File: src/rtl/outsplit_pkg.sv
// Shared definitions for the byte-driven output bank splitter:
// command mode codes, command FSM encodings and command byte field helpers.
package outsplit_pkg;

    // Command mode field, cmd[7:6]
    localparam logic [1:0] MODE_SET    = 2'b00;
    localparam logic [1:0] MODE_TOGGLE = 2'b01;
    localparam logic [1:0] MODE_PULSE  = 2'b10;
    localparam logic [1:0] MODE_CLEAR  = 2'b11;

    // Command FSM states
    localparam logic [1:0] S_CMD  = 2'd0;
    localparam logic [1:0] S_DATA = 2'd1;
    localparam logic [1:0] S_DROP = 2'd2;

    // Command byte layout: [7:6] mode, [5:0] bank
    localparam int CMD_MODE_LSB = 6;
    localparam int CMD_BANK_W   = 6;

    function automatic logic [1:0] cmd_mode(input logic [7:0] b);
        return b[7:CMD_MODE_LSB];
    endfunction

    function automatic logic [CMD_BANK_W-1:0] cmd_bank(input logic [7:0] b);
        return b[CMD_BANK_W-1:0];
    endfunction

endpackage

File: src/rtl/pulse_stretch_cell.sv
// One-bit pulse stretcher: load arms the counter to PULSE_CYCLES, clear
// zeroes it, otherwise it counts down to 0. active is high while armed.
module pulse_stretch_cell #(
    parameter int PULSE_CYCLES = 1000000,
    parameter int CNT_W        = $clog2(PULSE_CYCLES + 1)
) (
    input  logic i_clk,
    input  logic i_rst_n,
    input  logic i_load,
    input  logic i_clear,
    output logic o_active
);

    logic [CNT_W-1:0] cnt_q, cnt_d;

    // Next count: a reload beats expiry on the same edge, clear beats decrement
    always_comb begin
        cnt_d = cnt_q;
        if (i_load)
            cnt_d = CNT_W'(PULSE_CYCLES);
        else if (i_clear)
            cnt_d = '0;
        else if (cnt_q != '0)
            cnt_d = cnt_q - CNT_W'(1);
    end

    // Counter register
    always_ff @(posedge i_clk or negedge i_rst_n) begin
        if (!i_rst_n) cnt_q <= '0;
        else          cnt_q <= cnt_d;
    end

    assign o_active = (cnt_q != '0);

endmodule

File: src/rtl/outsplitter_bank.sv
// Byte-stream command decoder driving NUM_BANKS x 8 output bits.
// Frames are [cmd][data] (CLEAR is cmd only). Each bit is its level
// register OR'd with its own pulse stretcher.
module outsplitter_bank #(
    parameter int NUM_BANKS    = 4,
    parameter int PULSE_CYCLES = 1000000,
    parameter int CNT_W        = $clog2(PULSE_CYCLES + 1)
) (
    input  logic                   i_clk,
    input  logic                   i_rst_n,
    input  logic [7:0]             i_byte,
    input  logic                   i_valid,
    output logic                   o_ready,
    output logic [NUM_BANKS*8-1:0] o_bits,
    output logic                   o_err
);
    import outsplit_pkg::*;

    localparam int NB = NUM_BANKS * 8;

    logic                  rdy_q;
    logic [1:0]            state_q, state_d;
    logic [1:0]            mode_q, mode_d;
    logic [CMD_BANK_W-1:0] bank_q, bank_d;
    logic                  err_q, err_d;
    logic [NB-1:0]         lvl_q, lvl_d;
    logic [NB-1:0]         load, clear, active;

    logic                  accept;
    logic [1:0]            c_mode;
    logic [CMD_BANK_W-1:0] c_bank;
    logic                  bank_bad;

    assign accept   = i_valid & rdy_q;
    assign c_mode   = cmd_mode(i_byte);
    assign c_bank   = cmd_bank(i_byte);
    // Extra bit so NUM_BANKS=64 compares correctly against a 6-bit bank
    assign bank_bad = {1'b0, c_bank} >= 7'(NUM_BANKS);

    // Command FSM: latch mode/bank for two-byte frames, flag bad banks
    always_comb begin
        state_d = state_q;
        mode_d  = mode_q;
        bank_d  = bank_q;
        err_d   = 1'b0;
        if (accept) begin
            case (state_q)
                S_CMD: begin
                    if (bank_bad) begin
                        err_d   = 1'b1;
                        state_d = (c_mode == MODE_CLEAR) ? S_CMD : S_DROP;
                    end else if (c_mode != MODE_CLEAR) begin
                        state_d = S_DATA;
                        mode_d  = c_mode;
                        bank_d  = c_bank;
                    end
                end
                default: state_d = S_CMD;  // S_DATA, S_DROP, or unused code
            endcase
        end
    end

    // Bank writes: levels update here, counters get load/clear strobes
    always_comb begin
        lvl_d = lvl_q;
        load  = '0;
        clear = '0;
        for (int k = 0; k < NUM_BANKS; k++) begin
            if (accept && state_q == S_CMD && c_mode == MODE_CLEAR &&
                c_bank == CMD_BANK_W'(k)) begin
                lvl_d[k*8 +: 8] = '0;
                clear[k*8 +: 8] = '1;
            end
            if (accept && state_q == S_DATA && bank_q == CMD_BANK_W'(k)) begin
                case (mode_q)
                    MODE_SET: begin
                        lvl_d[k*8 +: 8] = i_byte;
                        clear[k*8 +: 8] = '1;
                    end
                    MODE_TOGGLE: lvl_d[k*8 +: 8] = lvl_q[k*8 +: 8] ^ i_byte;
                    MODE_PULSE:  load[k*8 +: 8]  = i_byte;
                    default: ;
                endcase
            end
        end
    end

    // Control and level registers; ready comes up one cycle after reset
    always_ff @(posedge i_clk or negedge i_rst_n) begin
        if (!i_rst_n) begin
            rdy_q   <= 1'b0;
            state_q <= S_CMD;
            mode_q  <= MODE_SET;
            bank_q  <= '0;
            err_q   <= 1'b0;
            lvl_q   <= '0;
        end else begin
            rdy_q   <= 1'b1;
            state_q <= state_d;
            mode_q  <= mode_d;
            bank_q  <= bank_d;
            err_q   <= err_d;
            lvl_q   <= lvl_d;
        end
    end

    for (genvar i = 0; i < NB; i++) begin : g_cell
        pulse_stretch_cell #(
            .PULSE_CYCLES (PULSE_CYCLES),
            .CNT_W        (CNT_W)
        ) u_cell (
            .i_clk    (i_clk),
            .i_rst_n  (i_rst_n),
            .i_load   (load[i]),
            .i_clear  (clear[i]),
            .o_active (active[i])
        );
    end

    // Output OR stage over registered level and counter state
    assign o_bits  = lvl_q | active;
    assign o_err   = err_q;
    assign o_ready = rdy_q;

endmodule
File: config.mk
export PLATFORM = sky130hd
export DESIGN_NAME = outsplitter_bank
export DESIGN_NICKNAME = d
export VERILOG_FILES = /design/src/rtl/outsplit_pkg.sv /design/src/rtl/pulse_stretch_cell.sv /design/src/rtl/outsplitter_bank.sv
export SDC_FILE = /design/constraint.sdc
export NUM_CORES = 1
export LEC_CHECK = 0
export ABC_CLOCK_PERIOD_IN_PS = 4400
export BUFFER_PORTS_ARGS = -buffer_cell sky130_fd_sc_hd__buf_4
export CAP_MARGIN = 10
export CORE_ASPECT_RATIO = 0.75
export CORE_MARGIN = 5
export CORE_UTILIZATION = 45
export CTS_CLUSTER_SIZE = 10
export DETAILED_ROUTE_END_ITERATION = 7
export PLACE_DENSITY_LB_ADDON = 0.2
export SYNTH_ARGS = -nofsm -noshare
export SYNTH_HDL_FRONTEND = slang
export SYNTH_SLANG_ARGS = --single-unit
File: constraint.sdc
create_clock -name i_clk -period 4.4 [get_ports i_clk]
set_input_delay 1.32 -clock i_clk [delete_from_list [all_inputs] [get_ports i_clk]]
set_output_delay 1.32 -clock i_clk [all_outputs]
set_load 0.02 [all_outputs]
* Yosys cells after proc, flatten, opt, wreduce, memory -nomap -nowiden
Cells that the tools add are included.
** Word-level totals
- Bits in registers :: 684
- Input bits :: 11
- Output and inout bits :: 34
- Logic and storage cells :: 303
** Operators by class
- $add $sub $neg :: 32
- Order comparisons :: 1
- Eq/ne operators :: 12
- Mux-type cells :: 132
- Bitwise operators :: 7
- Reductions and logical operators :: 81
** Operators with widths (count)
- $mux 20 :: 96
- $reduce_bool 20->1 :: 32
- $sub 20x1->20 const B :: 32
- $mux 8 :: 25
- $reduce_bool 3->1 :: 32
- $pmux 8 s2 :: 4
- $or 32x32->32 :: 1
- $xor 8x8->8 :: 4
- $eq 6x2->1 const B :: 4
- $eq 6x1->1 const B :: 2
- $logic_not 6->1 :: 2
- $logic_and 1x1->1 :: 11
- $mux 2 :: 4
- $ge 6x3->1 const B :: 1
- $eq 2x1->1 const B :: 2
- $eq 2x2->1 const B :: 2
- $logic_not 2->1 :: 2
- $reduce_and 4->1 :: 1
- $mux 1 :: 3
- $ne 3x3->1 const B :: 1
- $ne 2x2->1 const B :: 1
- $reduce_and 2->1 :: 1
- $and 1x1->1 :: 1
- $not 1->1 :: 1

* Logic depth before layout (Yosys ltp)
Gate-level depths: netlist of run 1.
- Depth after elaboration :: 9
- Gate-level depth with buffers :: 9
- Mapped depth without buffers :: 8

* By module
A second synthesis of run 1 with hierarchy kept.
** Unflattened totals
- Cells, all modules :: 3940
- Area, all modules :: 38351.8 um^2
** By module, submodules not included
- pulse_stretch_cell at g_cell[0].u_cell ... :: times used 17, cells an instance 111, area an instance 1106.1 um^2, seq. area each 500.5 um^2
- pulse_stretch_cell at g_cell[10].u_cell ... :: times used 15, cells an instance 118, area an instance 1126.1 um^2, seq. area each 500.5 um^2
- outsplitter_bank :: times used 1, cells an instance 283, area an instance 2657.5 um^2, seq. area each 1101.1 um^2

* Least setup slack after synthesis of run 1
Ideal clock, no wire load.
- Path kind :: register -> output
- Start :: register g_cell[7].u_cell.cnt_q[6]
- End :: output o_bits[7]
- Data arrival time :: 2.138 ns
- Required time :: 3.080 ns
- Path slack :: 0.942 ns
- Stages on the path, launching flop included :: 6
- Path buffers :: 1
- Cells stage by stage :: dfrtp_1 -> or4_1 -> nor3_1 -> nand4_1 -> clkbuf_1 -> or2_2
** On the way
- Word-level cells in the longest chain between the ends :: 2
** Ends and longest elaborated chain
- start, declared :: line pulse_stretch_cell.sv:14 : logic [CNT_W-1:0] cnt_q, cnt_d;
- start signal, assigned :: line pulse_stretch_cell.sv:30 : else cnt_q <= cnt_d;
- $reduce_bool 20->1 :: line pulse_stretch_cell.sv:33 : assign o_active = (cnt_q != '0);
- $or 32x32->32 :: line outsplitter_bank.sv:121 : assign o_bits = lvl_q | active;
- end, declared :: line outsplitter_bank.sv:14 : output logic [NUM_BANKS*8-1:0] o_bits,
Every way passes these cells.

* Worst setup path after layout of run 1
- Start :: register g_cell[15].u_cell.cnt_q[5]
- End :: output o_bits[15]
** On the way
- Word-level cells in the longest chain between the ends :: 2
** Ends and longest elaborated chain (line)
- start, declared :: pulse_stretch_cell.sv:14
- start signal, assigned :: pulse_stretch_cell.sv:30
- $reduce_bool 20->1 :: pulse_stretch_cell.sv:33
- $or 32x32->32 :: outsplitter_bank.sv:121
Every way passes these cells.

==> results of run 1 <==
[worst max-delay path, cell delays in order (launching register included)]
cell	delay, ps
dfrtp_1	400
or4_1	580
nor4b_2	510
nand2_1	90
buf_4	190
or2_2	330
buf_4	170
[per-layer routing]
metal | global-route usage, % | up-vias | wire length (um)
met5 | 0 | - | 60
met4 | 4.55 | 8 | 1500
met3 | 3.69 | 109 | 3780
met2 | 27.8 | 445 | 33700
met1 | 30.1 | 12991 | 41900
li1 | - | 13213 | -
[per-stage QoR]
stage          power, mW  instances  setup slack [ps]  instance area [sq um]  hold WS [ps]
3_5_place_dp        13.3       4859               522                  37200           477
6_report            19.0       4952               195                  39300           492
5_1_grt             20.3       4950              1.00                  39300           500
3_3_place_gp        13.2       4859               634                  37200           474
4_1_cts             19.2       4950              54.4                  39300           495
2_1_floorplan       12.2       3793               942                  35300           455
[cells by family (layout without fill, tap and decap cells)]
group,count (synthesis),after routing
AO/OA/AOI/OAI,440,440
buffers and inverters,157,268
flip-flops,684,684
adder cells (fa/ha/maj),64,64
multiplexers,12,12
AND/OR/NAND/NOR,1874,1874
XOR/XNOR,561,561
other,1,3
[cell usage in the layout (no fill, tap or decap), drive strengths merged, types with 17 or more instances in the layout]
| master | instances |
|---|---|
| buf | 103 |
| nor4 | 136 |
| o21ai | 277 |
| nor4b | 17 |
| nor3 | 171 |
| a21oi | 95 |
| ha | 64 |
| or2 | 28 |
| nand2 | 375 |
| xnor2 | 276 |
| nand3 | 118 |
| nand2b | 34 |
| nand4b | 39 |
| dfrtp | 684 |
| or4 | 64 |
| nor3b | 29 |
| nor2 | 636 |
| nand4 | 36 |
| nor2b | 23 |
| clkbuf | 88 |
| inv | 76 |
| nand3b | 38 |
| xor2 | 285 |
| and3 | 23 |
| or3 | 60 |
[synthesized netlist by cell type, types with 7 or more instances]
cell,number
nand2b_1,34
a211oi_1,11
nand2_1,375
mux2_2,10
nand3b_1,38
nand3_1,118
nand4b_1,39
nor2_1,635
or4_1,61
o21ai_0,273
buf_2,8
or2_2,27
dfrtp_1,684
ha_1,64
nor4_1,130
o31ai_1,14
a21oi_1,95
nor2b_1,23
xnor2_1,276
and3_1,23
o22ai_1,7
or3_1,59
and2_1,12
nor3_1,169
nor4b_1,16
xor2_1,285
or3b_2,8
nor3b_1,29
nand4_1,36
inv_1,73
clkbuf_1,70
[state kept, by name, summed over array words and instances, names as in the netlist]
signal               count
o_err                    1
o_ready                  1
state_q                  2
bank_q                   6
lvl_q                   32
g_cell.u_cell.cnt_q    640
mode_q                   2
[report_power, final]
group	leakage, nW	internal [mW]	switching (mW)
registers	7.71	7.75	1.47
logic	5.90	1.87	2.16
clock network	1.04	3.30	2.45
[area by class of cell]
class / instances / share of cell area (%)
multi-input combinational: 2952 / 44.8
clock inverter: 3 / 0.0859
tap: 1046 / 3.33
clock buffer: 88 / 5.30
antenna: 2 / 0.0127
sequential: 684 / 43.5
timing repair buffer: 103 / 2.21
inverter: 74 / 0.707
[worst paths after layout]
| path | cells after the start | end | slack, ps | start |
|---|---|---|---|---|
| hold / removal | 1 | bank_q[5] | 490 | bank_q[5] |
| setup reg to reg | 5 | g_cell[5].u_cell.cnt_q[7] | 1390 | state_q[1] |
| min in group asynchronous | 1 | g_cell[30].u_cell.cnt_q[8] | 690 | i_rst_n |
| hold reg to reg | 1 | bank_q[5] | 490 | bank_q[5] |
| max in group asynchronous | 2 | g_cell[16].u_cell.cnt_q[2] | 2770 | i_rst_n |
| setup / recovery | 6 | o_bits[15] | 200 | g_cell[15].u_cell.cnt_q[5] |
==> results.yml, run 1 <==
run_status:
  outcome: "finished, final reports clean"
yosys:
  synth_mux_area_share_pct: 0.376
  yosys.area.top_type: "dfrtp_1"
  synth_area_sq_mm: 0.0353
  synthAdderAreaFrac_pct: 2.27
  synth_compound_area_share_pct: 6.78
  synth.net_count: 3868
  synth_cells: 3793
  yosysWarningCount: 0
  syn_avg_cell_area_sq_um: 9.31
  synth-simple-area-share_pct: 26.4
  async_reset_ff_share_pct: 100
  synth-xor-area-share_pct: 13.9
  synth_flop_cell: "dfrtp_1"
  ys_ff_latch: 684
  ys_top_cells_by_area: "dfrtp_1 (48%), xor2_1 (7.1%), xnor2_1 (6.8%), nor2_1 (6.8%), nand2_1 (4.0%)"
  synth-edff-count: 0
  synth-seq-area-share_pct: 48.5
  synth_top_family_by_area: "simple AND/OR/NAND/NOR gates"
  ys_types: 73
  synth_top_area_share_pct: 48.5
detailed_routing:
  wl_per_cell_um: 16.4
  ant_nets: 0
  finalWirelength_um: 81000
  dr.pass1.iters: 8
  remaining_drc_errors: 0
  post_drt_via_cell_ratio: 5.41
  first_iter_violations: 1995
  num_vias: 26766
sta:
  fmax_ghz: 0.238
  relSlewSlack_pct: 31.9
  setup_viol: 0
  tns_ps: 0
  hold_viol: 0
  period_needed_ps: 4200
  fin_worst_skew_ps: 28.9
  min_period_over_period_pct: 95.6
  worstMarginPinSlew_ps: 1020
  drv_slew: 0
  rsz0062_at_grt: "no"
cts:
  clk_path_buf_depth: 3
  clock-root-buffer: "clkbuf_16"
  numClockSinks: 684
  post-cts-setup-buffers: 0
  cts_hold_buf: 0
  clkLatencyLatePin_ps: 630
  cts-resized-gates: 0
  numCtsBuffers: 78
  tritoncts: "done"
  clk_pin_slew_ps: 50
  htreeDepth: 3
global_route:
  grt_max_degree: 97
  grt-ovfl-total: 0
  grt_pass1_vias: 25672
  grt_util_all_layers_pct: 19.3
  grt_pass1_wl_um: 136000
  grt_antenna_before_repair: 6
pwr:
  max-vdd-ir-drop_mv: 0.318
  static-leakage-power_nw: 14.6
  power_density_mw_per_mm2: 483
worst_setup_path:
  required_ps: 3080
  crit_fanout: 9
  path_class: "reg -> out"
  startpoint_type: "flop"
  worstPathArrival_ps: 2880
  critPathCaptureType: "output pin"
layout:
  areaGrowthSynthToFinish_pct: 11.4
  seq_area_sq_mm: 0.0171
  n_fill_cell: 7374
  multi_input_area_sq_mm: 0.0176
  final_util_pct: 50.3
  drive_above_1_share_pct: 6.74
  nNetsFinal: 3968
die:
  num_rows: 89
  fp.dieH_um: 253
  die_area_sq_mm: 0.0842
  die_x_um: 333
  coreArea_sq_mm: 0.0782
  pin_count: 45
  initial_core_util_pct: 45.2
placed_design:
  port_buffers: 44
  dpl.hpwl_um: 55600
  gp_congestion: 0.814
worst_hold_path:
  min_path_type: "reg -> reg"
run:
  drv_cap: 0
Power figures use the tool's default switching activity.
==> run 2: changes to the inputs <==
Settings changed: ABC_AREA set to 1.
==> run 2 against run 1 <==
  * First-iteration DRC count up 98%
  * Setup slack improved by 31 ps
  * Core utilization down 0.51 points
  * Sequential power down 3.5%
  * Die area up 21%
  * Final area grew 20%
  * Cell count rose by 54%
  * Via count is 52% higher
  * Worst hold slack gained 17 ps
  * Critical path depth stayed put
  * Sequential share of layout area is 7.3 points lower
  * Wire length up 48%
  * Largest cell class unchanged
  * Highest routed layer unchanged
==> results.yml, run 2 <==
layout:
  top_regs: "g_cell.u_cell.cnt_q (640), lvl_q (32), bank_q (6)"
  drive_above_1_share_pct: 4.69
  multi_input_area_sq_mm: 0.0226
  finalInstanceArea_sq_mm: 0.0472
  seq_area_sq_mm: 0.0171
  max_flop_register: "g_cell.u_cell.cnt_q"
  n_fill_cell: 9441
  nNetsFinal: 6419
  layout_common_cells: "nand2_1 (1467), nor2_1 (1272), inv_1 (735)"
  final_util_pct: 49.8
  stdcell_count: 7633
  largest_register_ffs: 640
  final_common_cell: "nand2_1"
  areaGrowthSynthToFinish_pct: 10.1
detailed_routing:
  finalWirelength_um: 120000
  post_drt_via_cell_ratio: 5.34
  dr.pass1.iters: 6
  remaining_drc_errors: 0
  wl_per_cell_um: 15.7
  num_vias: 40726
  first_iter_violations: 3960
  ant_nets: 0
yosys:
  syn_avg_cell_area_sq_um: 6.86
  ys_top_cells_by_area: "dfrtp_1 (40%), nand2_1 (13%), nor2_1 (11%), nand3_1 (7.6%), inv_1 (6.4%)"
  synth_flop_cell: "dfrtp_1"
  synth-edff-count: 0
  yosysMostFrequentCell: "nand2_1"
  yosysWarningCount: 0
  synth_top_area_share_pct: 39.9
  synth_area_sq_mm: 0.0429
  synth.net_count: 6332
  synth-seq-area-share_pct: 39.9
  yosys.area.top_type: "dfrtp_1"
  synthTopCellsByCount: "nand2_1 (1467), nor2_1 (1272), inv_1 (735), dfrtp_1 (684), nand3_1 (653)"
  ys_types: 39
  ys_ff_latch: 684
  async_reset_ff_share_pct: 100
  synth_cells: 6257
run_status:
  outcome: "finished, final reports clean"
cts:
  cts-resized-gates: 0
  tritoncts: "done"
  clk_pin_slew_ps: 60
  numCtsBuffers: 81
  post-cts-setup-buffers: 0
  clock-root-buffer: "clkbuf_16"
  clk_path_buf_depth: 3
  cts_hold_buf: 0
  numClockSinks: 684
  htreeDepth: 3
  clkLatencyLatePin_ps: 670
worst_setup_path:
  startpoint_type: "flop"
  regToRegSetupSlack_ps: 1400
  critPathCaptureType: "output pin"
  reg2reg_depth: 8
  crit_fanout: 9
  worstPathArrival_ps: 2850
  required_ps: 3080
  path_class: "reg -> out"
placed_design:
  place_inst: 7511
  post_dp_cell_area_sq_mm: 0.0449
  dpl.hpwl_um: 86900
  post-place-ws_ps: 760
  port_buffers: 44
  gp_congestion: 0.946
pwr:
  power_density_mw_per_mm2: 462
  static-leakage-power_nw: 23.4
  max-vdd-ir-drop_mv: 0.308
  total_power_mw: 21.8
global_route:
  grt_pass1_wl_um: 196000
  grt_pass1_vias: 37171
  grt_util_all_layers_pct: 23.1
  grt-ovfl-total: 0
  grt_max_degree: 88
  grt_antenna_before_repair: 8
die:
  fp.dieH_um: 277
  pin_count: 45
  num_rows: 98
  initial_core_util_pct: 45.2
  coreArea_sq_mm: 0.0949
  die_area_sq_mm: 0.102
  die_x_um: 366
sta:
  tns_ps: 0
  holdWs_ps: 508
  worstMarginPinSlew_ps: 748
  fmax_ghz: 0.240
  rsz0062_at_grt: "no"
  relSlewSlack_pct: 50.1
  setup_viol: 0
  period_needed_ps: 4170
  timing.final.ws_setup_ps: 227
  fin_worst_skew_ps: 31.0
  hold_viol: 0
  min_period_over_period_pct: 94.8
  drv_slew: 0
worst_hold_path:
  min_path_type: "reg -> reg"
  whs_path_depth: 2
run:
  drv_cap: 0
==> run 2: changes by cell type after synthesis, sizes merged, moves of 51 or more <==
cell	change
nand3	+546
nor4	-132
nand3b	+51
o21bai	+54
xor2	-171
inv	+679
or3	-60
a21oi	+167
xnor2	-169
nor2	+656
nand2	+1101
nand4	+172
or4	-64
o21ai	-136
==> run 2: critical path, cell delays in order (launching register included) <==
cell and delay [ps]:
dfrtp_1 400, nor2_1 310, nand2_1 90, nor2_1 340
nand3_1 420, or2_2 460, buf_4 170
==> run 2: power breakdown <==
| part | internal (mW) | switching, mW |
|---|---|---|
| Sequential | 7.61 | 1.29 |
| Combinational | 2.54 | 4.08 |
| Clock | 3.61 | 2.67 |
==> run 2: routing by layer <==
layer / GRT usage, % / wire, um / vias up
li1: - / - / 20268
met2: 32.7 / 48100 / 1280
met4: 5.32 / 2710 / 2
met1: 35.5 / 59700 / 19018
met3: 5.61 / 9620 / 158
met5: 0 / 7 / -
==> run 2: final cells by class <==
type                       count  area share [%]
inverter                     753            5.98
antenna                        7          0.0371
tap                         1250            3.31
clock buffer                 112            4.91
multi-input combinational   4739            47.9
timing repair buffer          85            1.60
clock inverter                 3          0.0397
sequential                   684            36.2
==> run 2: worst paths after layout <==
kind	startpoint	end
hold / removal	lvl_q[19]	lvl_q[19]
setup / recovery	g_cell[9].u_cell.cnt_q[8]	o_bits[9]
max in group asynchronous	i_rst_n	g_cell[25].u_cell.cnt_q[15]
setup reg to reg	mode_q[0]	g_cell[21].u_cell.cnt_q[8]
min in group asynchronous	i_rst_n	g_cell[22].u_cell.cnt_q[16]
hold reg to reg	lvl_q[19]	lvl_q[19]
==> run 2: logic make-up after synthesis <==
group,synth area share (%)
simple gates,39.8
fa+ha+maj,1.87
flops,39.9
xor+xnor,4.51
buf+inv,7.43
other cells,0.00874
compound gates,6.46
